$ cat src/rtl/vlsu_mem_master.sv
// Strided vector load/store master: one element access per cycle on a single byte-addressed memory port.
// Optional misaligned-element trap is enabled by defining VLSU_MISALIGN_TRAP_EN.
module vlsu_mem_master #(
  parameter int ADDR_WIDTH = 10,
  parameter int VL_WIDTH   = 6
) (
  input  logic                  clk,
  input  logic                  rst_n,
  input  logic                  reqValid,
  output logic                  reqReady,
  input  logic                  reqStore,
  input  logic [1:0]            reqEew,
  input  logic [ADDR_WIDTH-1:0] reqBase,
  input  logic signed [31:0]    reqStride,
  input  logic [VL_WIDTH-1:0]   reqVl,
  input  logic                  flush,
  output logic [ADDR_WIDTH-1:0] addr,
  output logic [2:0]            writeEnable,
  output logic [2:0]            readEnable,
  output logic [31:0]           writeData,
  input  logic [31:0]           readData,
  output logic [VL_WIDTH-1:0]   storeIdx,
  input  logic [31:0]           storeData,
  output logic                  wbValid,
  output logic [VL_WIDTH-1:0]   wbIdx,
  output logic [31:0]           wbData,
  output logic                  done,
  output logic                  err
);

  typedef enum logic [1:0] {IDLE, RUN, FIN} state_t;

  function automatic logic [1:0] norm_eew(input logic [1:0] e);
    return (e == 2'b11) ? 2'b10 : e;
  endfunction

  function automatic logic [2:0] eew_mask(input logic [1:0] e);
    case (e)
      2'b00:   return 3'b001;
      2'b01:   return 3'b011;
      default: return 3'b111;
    endcase
  endfunction

  function automatic logic [31:0] eew_data(input logic [31:0] d, input logic [1:0] e);
    case (e)
      2'b00:   return {24'd0, d[7:0]};
      2'b01:   return {16'd0, d[15:0]};
      default: return d;
    endcase
  endfunction

`ifdef VLSU_MISALIGN_TRAP_EN
  function automatic logic misaligned(input logic [ADDR_WIDTH-1:0] a, input logic [1:0] e);
    return ((e == 2'b01) && a[0]) || ((e == 2'b10) && (a[1:0] != 2'b00));
  endfunction
`endif

  state_t                        state, state_nxt;
  logic                          req_store;
  logic [1:0]                    req_eew;
  logic signed [ADDR_WIDTH-1:0]  req_stride;
  logic [VL_WIDTH-1:0]           req_vl;
  logic [VL_WIDTH-1:0]           idx, idx_nxt;
  logic [ADDR_WIDTH-1:0]         addr_nxt, addr_step;
  logic [2:0]                    we_nxt, re_nxt;
  logic [31:0]                   wd_nxt, wbd_nxt;
  logic [VL_WIDTH-1:0]           wbi_nxt;
  logic                          wbv_nxt, done_nxt, err_nxt;
  logic                          accept, last_elem;
  logic [1:0]                    new_eew;
  logic                          unused_stride_hi;

  // Only the low ADDR_WIDTH stride bits affect an address taken modulo 2^ADDR_WIDTH.
  assign unused_stride_hi = ^reqStride[31:ADDR_WIDTH];

  assign reqReady  = (state == IDLE);
  assign accept    = (state == IDLE) && reqValid && !flush;
  assign new_eew   = norm_eew(reqEew);
  assign addr_step = addr + req_stride;
  assign last_elem = (idx == req_vl - 1'b1);

  always_ff @(posedge clk) begin
    if (accept) begin
      req_store  <= reqStore;
      req_eew    <= new_eew;
      req_stride <= reqStride[ADDR_WIDTH-1:0];
      req_vl     <= reqVl;
    end
  end

  always_comb begin
    state_nxt = state;
    idx_nxt   = idx;
    addr_nxt  = addr;
    we_nxt    = 3'b000;
    re_nxt    = 3'b000;
    wd_nxt    = 32'd0;
    wbv_nxt   = 1'b0;
    wbi_nxt   = wbIdx;
    wbd_nxt   = wbData;
    done_nxt  = 1'b0;
    err_nxt   = err;
    storeIdx  = '0;
    case (state)
      IDLE: begin
        if (accept) begin
          err_nxt = 1'b0;
          if (reqVl == '0) begin
            state_nxt = FIN;
            done_nxt  = 1'b1;
          end
`ifdef VLSU_MISALIGN_TRAP_EN
          else if (misaligned(reqBase, new_eew)) begin
            state_nxt = FIN;
            done_nxt  = 1'b1;
            err_nxt   = 1'b1;
          end
`endif
          else begin
            state_nxt = RUN;
            idx_nxt   = '0;
            addr_nxt  = reqBase;
            if (reqStore) begin
              we_nxt = eew_mask(new_eew);
              wd_nxt = eew_data(storeData, new_eew);
            end else begin
              re_nxt = eew_mask(new_eew);
            end
          end
        end
      end
      RUN: begin
        // Element idx is on the port; element idx+1 is being loaded into the output flops.
        storeIdx = idx + 1'b1;
        if (!req_store) begin
          wbv_nxt = 1'b1;
          wbi_nxt = idx;
          wbd_nxt = eew_data(readData, req_eew);
        end
        if (last_elem) begin
          state_nxt = FIN;
          done_nxt  = 1'b1;
        end
`ifdef VLSU_MISALIGN_TRAP_EN
        else if (misaligned(addr_step, req_eew)) begin
          state_nxt = FIN;
          done_nxt  = 1'b1;
          err_nxt   = 1'b1;
        end
`endif
        else begin
          idx_nxt  = idx + 1'b1;
          addr_nxt = addr_step;
          if (req_store) begin
            we_nxt = eew_mask(req_eew);
            wd_nxt = eew_data(storeData, req_eew);
          end else begin
            re_nxt = eew_mask(req_eew);
          end
        end
      end
      FIN:     state_nxt = IDLE;
      default: state_nxt = IDLE;
    endcase
    if (flush) begin
      state_nxt = IDLE;
      we_nxt    = 3'b000;
      re_nxt    = 3'b000;
      wbv_nxt   = 1'b0;
      done_nxt  = 1'b0;
      err_nxt   = err;
    end
  end

  always_ff @(posedge clk or negedge rst_n) begin
    if (!rst_n) begin
      state       <= IDLE;
      idx         <= '0;
      addr        <= '0;
      writeEnable <= 3'b000;
      readEnable  <= 3'b000;
      writeData   <= 32'd0;
      wbValid     <= 1'b0;
      wbIdx       <= '0;
      wbData      <= 32'd0;
      done        <= 1'b0;
      err         <= 1'b0;
    end else begin
      state       <= state_nxt;
      idx         <= idx_nxt;
      addr        <= addr_nxt;
      writeEnable <= we_nxt;
      readEnable  <= re_nxt;
      writeData   <= wd_nxt;
      wbValid     <= wbv_nxt;
      wbIdx       <= wbi_nxt;
      wbData      <= wbd_nxt;
      done        <= done_nxt;
      err         <= err_nxt;
    end
  end

endmodule

$ cat config.mk
export PLATFORM = sky130hd
export DESIGN_NAME = vlsu_mem_master
export DESIGN_NICKNAME = d
export VERILOG_FILES = /design/src/rtl/vlsu_mem_master.sv
export SDC_FILE = /design/constraint.sdc
export NUM_CORES = 1
export LEC_CHECK = 0
export CORE_UTILIZATION = 47
export CTS_BUF_LIST = sky130_fd_sc_hd__clkbuf_8
export CTS_CLUSTER_DIAMETER = 150
export DETAILED_ROUTE_END_ITERATION = 10
export GPL_TIMING_DRIVEN = 0
export PLACE_DENSITY_LB_ADDON = 0.2
export RECOVER_POWER = 100
export SYNTH_ARGS = -nofsm -noshare
export SYNTH_HDL_FRONTEND = slang
export SYNTH_SLANG_ARGS = --single-unit
$ cat constraint.sdc
create_clock -name clk -period 7.27 [get_ports clk]
set_input_delay 2.181 -clock clk [delete_from_list [all_inputs] [get_ports clk]]
set_output_delay 2.181 -clock clk [all_outputs]
set_load 0.005 [all_outputs]
==> results of run 1 <==
-- worst min-delay path: stages (launching register included) --
cell and delay, ns:
dfrtp_1 0.34, nand2_1 0.04, o21ai_0 0.06
-- layout by cell type, fill, tap and decap left out, types with 5 or more instances in the layout --
master	instances
a21oi_1	10
and2_0	14
and2_1	5
and2_2	8
clkbuf_1	17
clkbuf_8	18
clkdlybuf4s50_1	54
dfrtp_1	96
dlygate4sd3_1	136
edfxtp_1	19
ha_1	11
inv_1	12
mux2_1	15
mux2_2	15
nand2_1	65
nor2_1	19
nor2b_1	12
nor3_1	5
o21ai_0	36
xnor2_1	10
xor2_1	6
-- cells by family after synthesis --
| group | count (synthesis) | share of synthesized area, % |
|---|---|---|
| compound gates | 69 | 8.82 |
| xor+xnor | 16 | 2.78 |
| fa+ha+maj | 12 | 3.12 |
| buf+inv | 28 | 2.50 |
| flops | 115 | 58.9 |
| mux | 31 | 6.89 |
| other cells | 1 | 0.0743 |
| simple gates | 158 | 16.9 |
-- worst max-delay path by stage --
stage                              start                       to  slack (ns)  depth (start not counted)
CTS                 state[1]$_DFFE_PN0P_              storeIdx[4]        2.81                          5
global placement                   rst_n  writeData[28]$_DFF_PN0_        0.46                          1
global route                       flush  writeData[20]$_DFF_PN0_        1.58                          8
finish                             flush  writeData[16]$_DFF_PN0_        1.90                          8
detailed placement                 flush  writeData[16]$_DFF_PN0_        2.40                          8
floorplan                          flush  writeData[16]$_DFF_PN0_        2.72                          6
-- per-stage QoR --
stage | instances | utilization (%) | power [mW] | worst slack, ns
floorplan | 430 | - | 1.11 | 2.72
global placement | 757 | 68.8 | 1.41 | 0.463
detailed placement | 759 | 69.2 | 1.43 | 2.40
CTS | 791 | 73.3 | 2.07 | 2.81
global route | 792 | 72.5 | 2.12 | 1.58
finish | 792 | 72.5 | 2.00 | 1.90
-- power groups by stage --
stage	clock network [mW]	logic, mW	registers (mW)
floorplan	0	0.283	0.824
global placement	0	0.587	0.822
detailed placement	0	0.606	0.827
CTS	0.637	0.614	0.816
global route	0.671	0.621	0.824
finish	0.626	0.565	0.811
-- registers in the layout, indices dropped and copies added, names as in the netlist --
name,flops
wbData,32
writeData,32
addr,10
req_stride,10
idx,6
req_vl,6
wbIdx,6
readEnable,3
writeEnable,3
req_eew,2
state,2
done,1
req_store,1
wbValid,1
-- layer usage --
layer  track usage [%]  routed length (µm)  vias up
li1                  -                   -     1900
met4              9.03                 206        0
met3              9.83                1210       20
met5                 0                   0        -
met2              40.9                6390      169
met1              26.4                4740     1919
-- layout make-up --
cell class	instances	area, µm²	share of cell area, %
multi-input combinational	287	1900	25.2
clock buffer	18	248	3.29
buffer	20	78.8	1.05
inverter	8	30.0	0.399
clock inverter	14	171	2.28
timing repair buffer	193	1950	25.9
tap	136	170	2.26
antenna	1	2.50	0.0333
sequential	115	2970	39.5
==> results.sh, run 1 <==
export IMPL_synth_area_leaders="dfrtp_1 48%, edfxtp_1 11%, nand2_1 4.8%"
export IMPL_dp_hpwl_um=9410
export IMPL_clk_latency_ns=0.42
export IMPL_syn_num_nets=561
export IMPL_die_width_um=106
export IMPL_violations="max-capacitance violations, max-slew violations"
export IMPL_switching_power_mw=0.567
export IMPL_io_buffers=191
export IMPL_hp_start="wbData[25]$_DFFE_PN0P_"
export IMPL_required_ns=7.63
export IMPL_rsz0062_at_grt="false"
export IMPL_internal_power_mw=1.43
export IMPL_path_cells="dlygate4sd3_1 > nor4b_1 > buf_8 > o31a_1 > and2_0 > a32o_1 > clkbuf_1 > and2_2"
export IMPL_cts_tree="done"
export IMPL_drtAntennaViolNets=0
export IMPL_reg2regPathDepth=9
export IMPL_cts_buffers=17
export IMPL_synth_main_ff_cell="dfrtp_1"
export IMPL_nets=773
export IMPL_pwr_share_comb_pct=28.2
export IMPL_synth_edff_count=19
export IMPL_cts_clk_slew_worst_paths_ns=0.07
export IMPL_worstPathMaxFanout=16
export IMPL_synth_warnings=0
export IMPL_max_slew_margin_pct=-19.7
export IMPL_outcome="complete, but fails checks"
export IMPL_slowest_stage="nor4b_1"
export IMPL_vdd_ir_drop_max_mv=0.149
export IMPL_num_vias=4008
export IMPL_drv_slew=39
export IMPL_tns_ns=0
export IMPL_cap_violations=2
export IMPL_pin_count=215
export IMPL_final_area_mm2=0.00752
export IMPL_clkPwrFrac_pct=31.3
export IMPL_switching_share_pct=28.3
export IMPL_synthTopCellsByCount="96 x dfrtp_1, 65 x nand2_1, 36 x o21ai_0"
export IMPL_yosysTopAreaCellShare_pct=47.6
export IMPL_hold_slack_ns=0.476
export IMPL_cp_top_family="simple AND/OR/NAND/NOR gates"
export IMPL_initial_core_util_pct=48.7
export IMPL_postPlaceCellArea_mm2=0.00718
export IMPL_post_cts_resized=0
export IMPL_wl_um=12500
export IMPL_synth_avg_cell_area_um2=11.7
export IMPL_postSynthCellCount=430
export IMPL_grt_pass1_vias=4222
export IMPL_reg2reg_from="req_vl[0]$_DFFE_PP_"
export IMPL_worst_slew_pin_slew_ns=1.80
export IMPL_fp_row_count=37
export IMPL_ys_seq_area_share_pct=58.9
export IMPL_vias_per_cell=5.06
export IMPL_crit_path_end_kind="register"
export IMPL_cts_max_path_buffers=2
export IMPL_crit_buf_inv=3
export IMPL_finalClockSkew_ns=0.0124
export IMPL_dr_pass1_iters=4
export IMPL_finalSetupViolCount=0
export IMPL_drt_iter0_markers=160
export IMPL_hold_end="wbData[25]$_DFFE_PN0P_"
export IMPL_hold_violations=0
export IMPL_synth_distinct_cells=56
export IMPL_core_area_mm2=0.0104
export IMPL_startpoint_type="primary input"
export IMPL_fp_dieH_um=106
export IMPL_critPathMaxStageDelay_ns=1.40
export IMPL_grt_max_degree=66
export IMPL_r2r_slack_ns=3.90
export IMPL_grt_pass1_wl_um=20400
export IMPL_die_area_mm2=0.0112
export IMPL_drive_gt1_share_pct=9.77
export IMPL_ys_async_sr_fraction_pct=83.5
export IMPL_synth_largest_area_cell="dfrtp_1"
export IMPL_path_class="primary input to register"
export IMPL_fmax_ghz=0.186
export IMPL_antenna_found_initial=1
export IMPL_clkSinkCount=115
export IMPL_drcViolationCount=0
export IMPL_power_density_mw_per_mm2=266
export IMPL_seqPwrFrac_pct=40.5
export IMPL_fillers=740
export IMPL_globalRouteOverflowTotal=0
export IMPL_worstHoldPathCells=2
export IMPL_syn2layout_area_growth_pct=48.9
export IMPL_cts_htree_levels=4
export IMPL_wire_per_inst_um=15.8
export IMPL_r2r_end="idx[4]$_DFFE_PN0P_"
export IMPL_hold_buffers=0
export IMPL_synth_seq_cells=115
export IMPL_finalWorstPathRequiredPeriod_ns=5.37
export IMPL_routabilityCongestion=0.847
export IMPL_ctsRootBufferMaster="clkbuf_8"
export IMPL_period_share_pct=73.8
export IMPL_power_leakage_nw=3.44
export IMPL_yosysMostFrequentCell="dfrtp_1"
export IMPL_netlist_area_mm2=0.00505
export IMPL_cts_setup_buffers=0
export IMPL_hp_class="register to register"
export IMPL_track_usage_pct=23.9
export IMPL_arrival_ns=5.73
Note: power is estimated with default switching activity, not from simulation.
==> run 2: changes to the inputs <==
--- a/config.mk
+++ b/config.mk
@@ -5,7 +5,7 @@
 export SDC_FILE = /design/constraint.sdc
 export NUM_CORES = 1
 export LEC_CHECK = 0
-export CORE_UTILIZATION = 47
+export CORE_UTILIZATION = 40
 export CTS_BUF_LIST = sky130_fd_sc_hd__clkbuf_8
 export CTS_CLUSTER_DIAMETER = 150
 export DETAILED_ROUTE_END_ITERATION = 10
==> constraint.sdc (replaced) <==
create_clock -name clk -period 4.55 [get_ports clk]
set_input_delay 1.365 -clock clk [delete_from_list [all_inputs] [get_ports clk]]
set_output_delay 1.365 -clock clk [all_outputs]
set_load 0.005 [all_outputs]
==> results.sh, run 2 (synthesis results as in run 1) <==
export IMPL_drv_slew=28
export IMPL_ctsRootBufferMaster="clkbuf_8"
export IMPL_cts_buffers=17
export IMPL_path_class="primary input to register"
export IMPL_fp_row_count=40
export IMPL_layout_commonest_cell="dlygate4sd3_1"
export IMPL_violations="max-capacitance violations, max-slew violations"
export IMPL_cp_top_family="buffers and inverters"
export IMPL_track_usage_pct=20.7
export IMPL_slowest_stage="or4_1"
export IMPL_final_cell_mix="112 x dlygate4sd3_1, 96 x dfrtp_1, 78 x clkdlybuf4s50_1, 65 x nand2_1, 36 x o21ai_0"
export IMPL_fin_cells=824
export IMPL_cts_clk_slew_worst_paths_ns=0.06
export IMPL_worst_slew_pin_slew_ns=1.57
export IMPL_die_area_mm2=0.0131
export IMPL_power_density_mw_per_mm2=431
export IMPL_path_cells="dlygate4sd3_1 > or4_1 > o31a_1 > nor2_1 > clkbuf_1 > mux2_1"
export IMPL_drcViolationCount=0
export IMPL_vdd_ir_drop_max_mv=0.219
export IMPL_dp_hpwl_um=9570
export IMPL_pin_count=215
export IMPL_grt_max_degree=70
export IMPL_cts_htree_levels=4
export IMPL_hold_buffers=0
export IMPL_core_area_mm2=0.0122
export IMPL_drtAntennaViolNets=0
export IMPL_fillers=1025
export IMPL_outcome="complete, but fails checks"
export IMPL_grt_pass1_vias=4159
export IMPL_hp_class="register to register"
export IMPL_arrival_ns=4.25
export IMPL_reg_top3="wbData x32, writeData x32"
export IMPL_dr_pass1_iters=4
export IMPL_syn2layout_area_growth_pct=50.8
export IMPL_io_buffers=191
export IMPL_nets=773
export IMPL_num_vias=4007
export IMPL_fp_dieH_um=114
export IMPL_cts_max_path_buffers=2
export IMPL_routabilityCongestion=0.872
export IMPL_tns_ns=0
export IMPL_globalRouteOverflowTotal=0
export IMPL_wire_per_inst_um=15.3
export IMPL_clkSinkCount=115
export IMPL_startpoint_type="primary input"
export IMPL_period_share_pct=86.7
export IMPL_die_width_um=114
export IMPL_finalClockSkew_ns=0.00737
export IMPL_cap_violations=1
export IMPL_crit_path_end_kind="register"
export IMPL_antenna_found_initial=0
export IMPL_wl_um=12600
export IMPL_initial_core_util_pct=41.5
export IMPL_crit_buf_inv=2
export IMPL_grt_pass1_wl_um=20400
export IMPL_post_cts_resized=0
export IMPL_cts_setup_buffers=0
export IMPL_finalWorstPathRequiredPeriod_ns=3.94
export IMPL_drt_iter0_markers=179
export IMPL_drive_gt1_share_pct=10.1
export IMPL_hold_violations=0
export IMPL_rsz0062_at_grt="false"
export IMPL_placed_cells=791
export IMPL_required_ns=4.85
export IMPL_clk_latency_ns=0.43
export IMPL_cts_tree="done"
export IMPL_worstPathMaxFanout=10
export IMPL_fmax_ghz=0.254
export IMPL_vias_per_cell=4.86
export IMPL_finalSetupViolCount=0
export IMPL_power_leakage_nw=3.46
export IMPL_critPathMaxStageDelay_ns=0.57
export IMPL_max_slew_margin_pct=-4.36
-- run 2: cell types whose count changed in the layout (fill, tap and decap cells not counted), sizes merged --
cell / before / now
clkdlybuf4s50: 54 / 78
dlygate4sd3: 136 / 112
clkbuf: 35 / 38
inv: 13 / 10
buf: 6 / 5
bufinv: 4 / 5
clkinv: 3 / 4
clkinvlp: 2 / 1
-- run 2: stage by stage --
| stage | setup WS (ns) | hold WS (ns) | area [µm²] | total power, mW | util (%) |
|---|---|---|---|---|---|
| final | 0.605 | 0.475 | 7610 | 3.28 | 62.6 |
| after floorplan | 0.819 | 0.473 | 5050 | 1.77 | - |
| after global placement | -1.50 | 0.463 | 7170 | 2.26 | 59.0 |
| after global routing | 0.450 | 0.495 | 7610 | 3.47 | 62.6 |
| after CTS | 0.850 | 0.485 | 7680 | 3.40 | 63.1 |
| after detailed placement | 0.560 | 0.470 | 7220 | 2.29 | 59.4 |
-- run 2: tightest hold or removal path, cell delays in order, from the launching register on --
cell and delay (ns):
dfrtp_1 0.34, nand2_1 0.04, o21ai_0 0.06
-- run 2: metal layers --
metal	global-route usage, %	routed length, µm	share of wire (%)	up-vias
met5	0	0	0	-
met4	11.4	406	3.2	0
met3	7.99	1110	8.8	33
met2	33.5	6110	49	171
met1	23.4	4960	39	1897
li1	-	-	-	1906
-- run 2: final cells by class --
type | instances | area (µm²) | share of cell area (%)
Antenna cell | 1 | 2.50 | 0.0329
Buffer | 20 | 78.8 | 1.04
Clock buffer | 20 | 275 | 3.61
Clock inverter | 12 | 185 | 2.43
Inverter | 8 | 30.0 | 0.394
Multi-Input combinational cell | 287 | 1910 | 25.1
Sequential cell | 115 | 2970 | 39.0
Tap cell | 168 | 210 | 2.76
Timing Repair Buffer | 193 | 1950 | 25.6
-- run 2: final timing paths --
check	slack, ns	cells past startpoint	start	end
worst max-delay path	0.61	6	reqVl[3]	addr[6]$_DFFE_PN0P_
worst min-delay path	0.47	2	wbData[10]$_DFFE_PN0P_	wbData[10]$_DFFE_PN0P_
worst max register to register	1.25	9	req_vl[0]$_DFFE_PP_	addr[6]$_DFFE_PN0P_
worst min register to register	0.47	2	wbData[10]$_DFFE_PN0P_	wbData[10]$_DFFE_PN0P_
max in group asynchronous	2.20	2	rst_n	writeEnable[2]$_DFF_PN0_
min in group asynchronous	1.32	1	rst_n	addr[8]$_DFFE_PN0P_
-- run 2: where the power goes --
part	total, mW	internal (mW)	leakage [nW]	switching, mW
Sequential	1.29	1.20	1.43	0.0950
Combinational	0.901	0.497	1.78	0.404
Clock	1.09	0.688	0.241	0.399
==> run 3: changes to the inputs <==
--- a/config.mk
+++ b/config.mk
@@ -5,11 +5,13 @@
 export SDC_FILE = /design/constraint.sdc
 export NUM_CORES = 1
 export LEC_CHECK = 0
-export CORE_UTILIZATION = 40
+export CORE_MARGIN = 2
+export CORE_UTILIZATION = 47
 export CTS_BUF_LIST = sky130_fd_sc_hd__clkbuf_8
 export CTS_CLUSTER_DIAMETER = 150
 export DETAILED_ROUTE_END_ITERATION = 10
 export GPL_TIMING_DRIVEN = 0
+export HOLD_SLACK_MARGIN = 0.12
 export PLACE_DENSITY_LB_ADDON = 0.2
 export RECOVER_POWER = 100
 export SYNTH_ARGS = -nofsm -noshare
==> constraint.sdc (replaced) <==
create_clock -name clk -period 4.8 [get_ports clk]
set_input_delay 1.44 -clock clk [delete_from_list [all_inputs] [get_ports clk]]
set_output_delay 1.44 -clock clk [all_outputs]
set_load 0.005 [all_outputs]
==> results.sh, run 3 (synthesis results as in run 1) <==
export IMPL_outcome="complete, but fails checks"
export IMPL_violations="max-capacitance violations, max-slew violations"
export IMPL_nets=773
export IMPL_clk_latency_ns=0.42
export IMPL_drcViolationCount=0
export IMPL_place_ws_ns=0.719
export IMPL_dp_hpwl_um=9640
export IMPL_ctsRootBufferMaster="clkbuf_8"
export IMPL_initial_core_util_pct=48.7
export IMPL_cts_buffers=17
export IMPL_track_usage_pct=23.1
export IMPL_hp_class="register to register"
export IMPL_vdd_ir_drop_max_mv=0.261
export IMPL_cts_htree_levels=4
export IMPL_layout_commonest_cell="dlygate4sd3_1"
export IMPL_vias_per_cell=5.06
export IMPL_seqPwrFrac_pct=39.3
export IMPL_die_width_um=108
export IMPL_path_class="primary input to register"
export IMPL_final_area_mm2=0.00755
export IMPL_routabilityCongestion=0.895
export IMPL_switching_share_pct=28.0
export IMPL_gr_usage_met3_pct=10.1
export IMPL_antenna_found_initial=0
export IMPL_drt_iter0_markers=192
export IMPL_wl_um=12600
export IMPL_critPathLaunch="flush"
export IMPL_cts_max_path_buffers=2
export IMPL_final_cell_mix="112 x dlygate4sd3_1, 96 x dfrtp_1, 78 x clkdlybuf4s50_1, 65 x nand2_1, 36 x o21ai_0"
export IMPL_cap_violations=1
export IMPL_internal_power_mw=2.25
export IMPL_finalClockSkew_ns=0.00822
export IMPL_grt_max_degree=71
export IMPL_syn2layout_area_growth_pct=49.6
export IMPL_globalRouteOverflowTotal=0
export IMPL_grt_pass1_vias=4100
export IMPL_hp_start="wbData[15]$_DFFE_PN0P_"
export IMPL_use_met2_pct=37.6
export IMPL_hold_violations=0
export IMPL_period_share_pct=86.3
export IMPL_power_leakage_nw=3.42
export IMPL_clkPwrFrac_pct=33.2
export IMPL_tns_ns=0
export IMPL_clkSinkCount=115
export IMPL_drive_gt1_share_pct=9.47
export IMPL_fmax_ghz=0.241
export IMPL_reg2reg_from="req_vl[0]$_DFFE_PP_"
export IMPL_hold_buffers=0
export IMPL_drtAntennaViolNets=0
export IMPL_wire_per_inst_um=15.9
export IMPL_arrival_ns=4.51
export IMPL_cts_clk_slew_worst_paths_ns=0.07
export IMPL_finalWorstPathRequiredPeriod_ns=4.14
export IMPL_rsz0062_at_grt="false"
export IMPL_postPlaceCellArea_mm2=0.00718
export IMPL_core_area_mm2=0.0104
export IMPL_setup_slack_ns=0.657
export IMPL_required_ns=5.16
export IMPL_fp_dieH_um=108
export IMPL_worst_slew_pin_slew_ns=1.71
export IMPL_busiest_layer="met2"
export IMPL_fp_row_count=37
export IMPL_cts_setup_buffers=0
export IMPL_reg_top3="wbData x32, writeData x32"
export IMPL_cts_tree="done"
export IMPL_num_vias=4000
export IMPL_dr_pass1_iters=4
export IMPL_grt_pass1_wl_um=20200
export IMPL_post_cts_resized=0
export IMPL_switching_power_mw=0.874
export IMPL_fin_util_pct=72.8
export IMPL_crit_path_end_kind="register"
export IMPL_die_area_mm2=0.0116
export IMPL_worstPathMaxFanout=15
export IMPL_pwr_share_comb_pct=27.5
export IMPL_drv_slew=71
export IMPL_max_slew_margin_pct=-14.3
export IMPL_pin_count=215
export IMPL_n_antenna_cell=0
export IMPL_grt_util_met1_pct=26.7
export IMPL_finalSetupViolCount=0
export IMPL_io_buffers=191
export IMPL_startpoint_type="primary input"
export IMPL_power_density_mw_per_mm2=414
export IMPL_hold_slack_ns=0.480
[run 3: per-layer routing]
metal	wire length [µm]	share of wire, %
met5	0	0
met4	268	2.1
met3	1180	9.4
met2	6210	49
met1	4940	39
[run 3: power by group through the flow]
stage | registers [mW] | logic (mW) | clock network [mW]
2_1_floorplan | 1.25 | 0.429 | 0
3_3_place_gp | 1.25 | 0.892 | 0
3_5_place_dp | 1.26 | 0.923 | 0
4_1_cts | 1.24 | 0.933 | 1.06
5_1_grt | 1.25 | 0.952 | 1.11
6_report | 1.23 | 0.859 | 1.04
[run 3: worst paths after layout]
kind | end | slack, ns | cells past startpoint
max | writeData[25]$_DFF_PN0_ | 0.66 | 8
min | wbData[15]$_DFFE_PN0P_ | 0.48 | 2
max reg2reg | addr[6]$_DFFE_PN0P_ | 1.84 | 9
min reg2reg | wbData[15]$_DFFE_PN0P_ | 0.48 | 2
max in group asynchronous | wbData[9]$_DFFE_PN0P_ | 1.14 | 2
min in group asynchronous | addr[9]$_DFFE_PN0P_ | 1.32 | 1
[run 3: area by class of cell]
cell class                      count  area, µm²
Sequential cell                   115       2970
Fill cell                         746       2820
Timing Repair Buffer              193       1910
Multi-Input combinational cell    287       1900
Clock buffer                       19        262
Clock inverter                     13        205
Tap cell                          136        170
Buffer                             20       93.8
Inverter                            8       30.0
[run 3: metrics by stage]
step           power, mW  instances
3_3_place_gp        2.14        757
2_1_floorplan       1.68        430
4_1_cts             3.23        791
3_5_place_dp        2.18        759
6_report            3.12        791
5_1_grt             3.31        791
[run 3: worst max-delay path, cell delays in order]
cell and delay [ns]:
dlygate4sd3_1 0.70, nor4b_4 0.56, clkbuf_1 0.71, o31a_1 0.29
and2_0 0.20, a32o_1 0.29, buf_6 0.16, and2_0 0.13
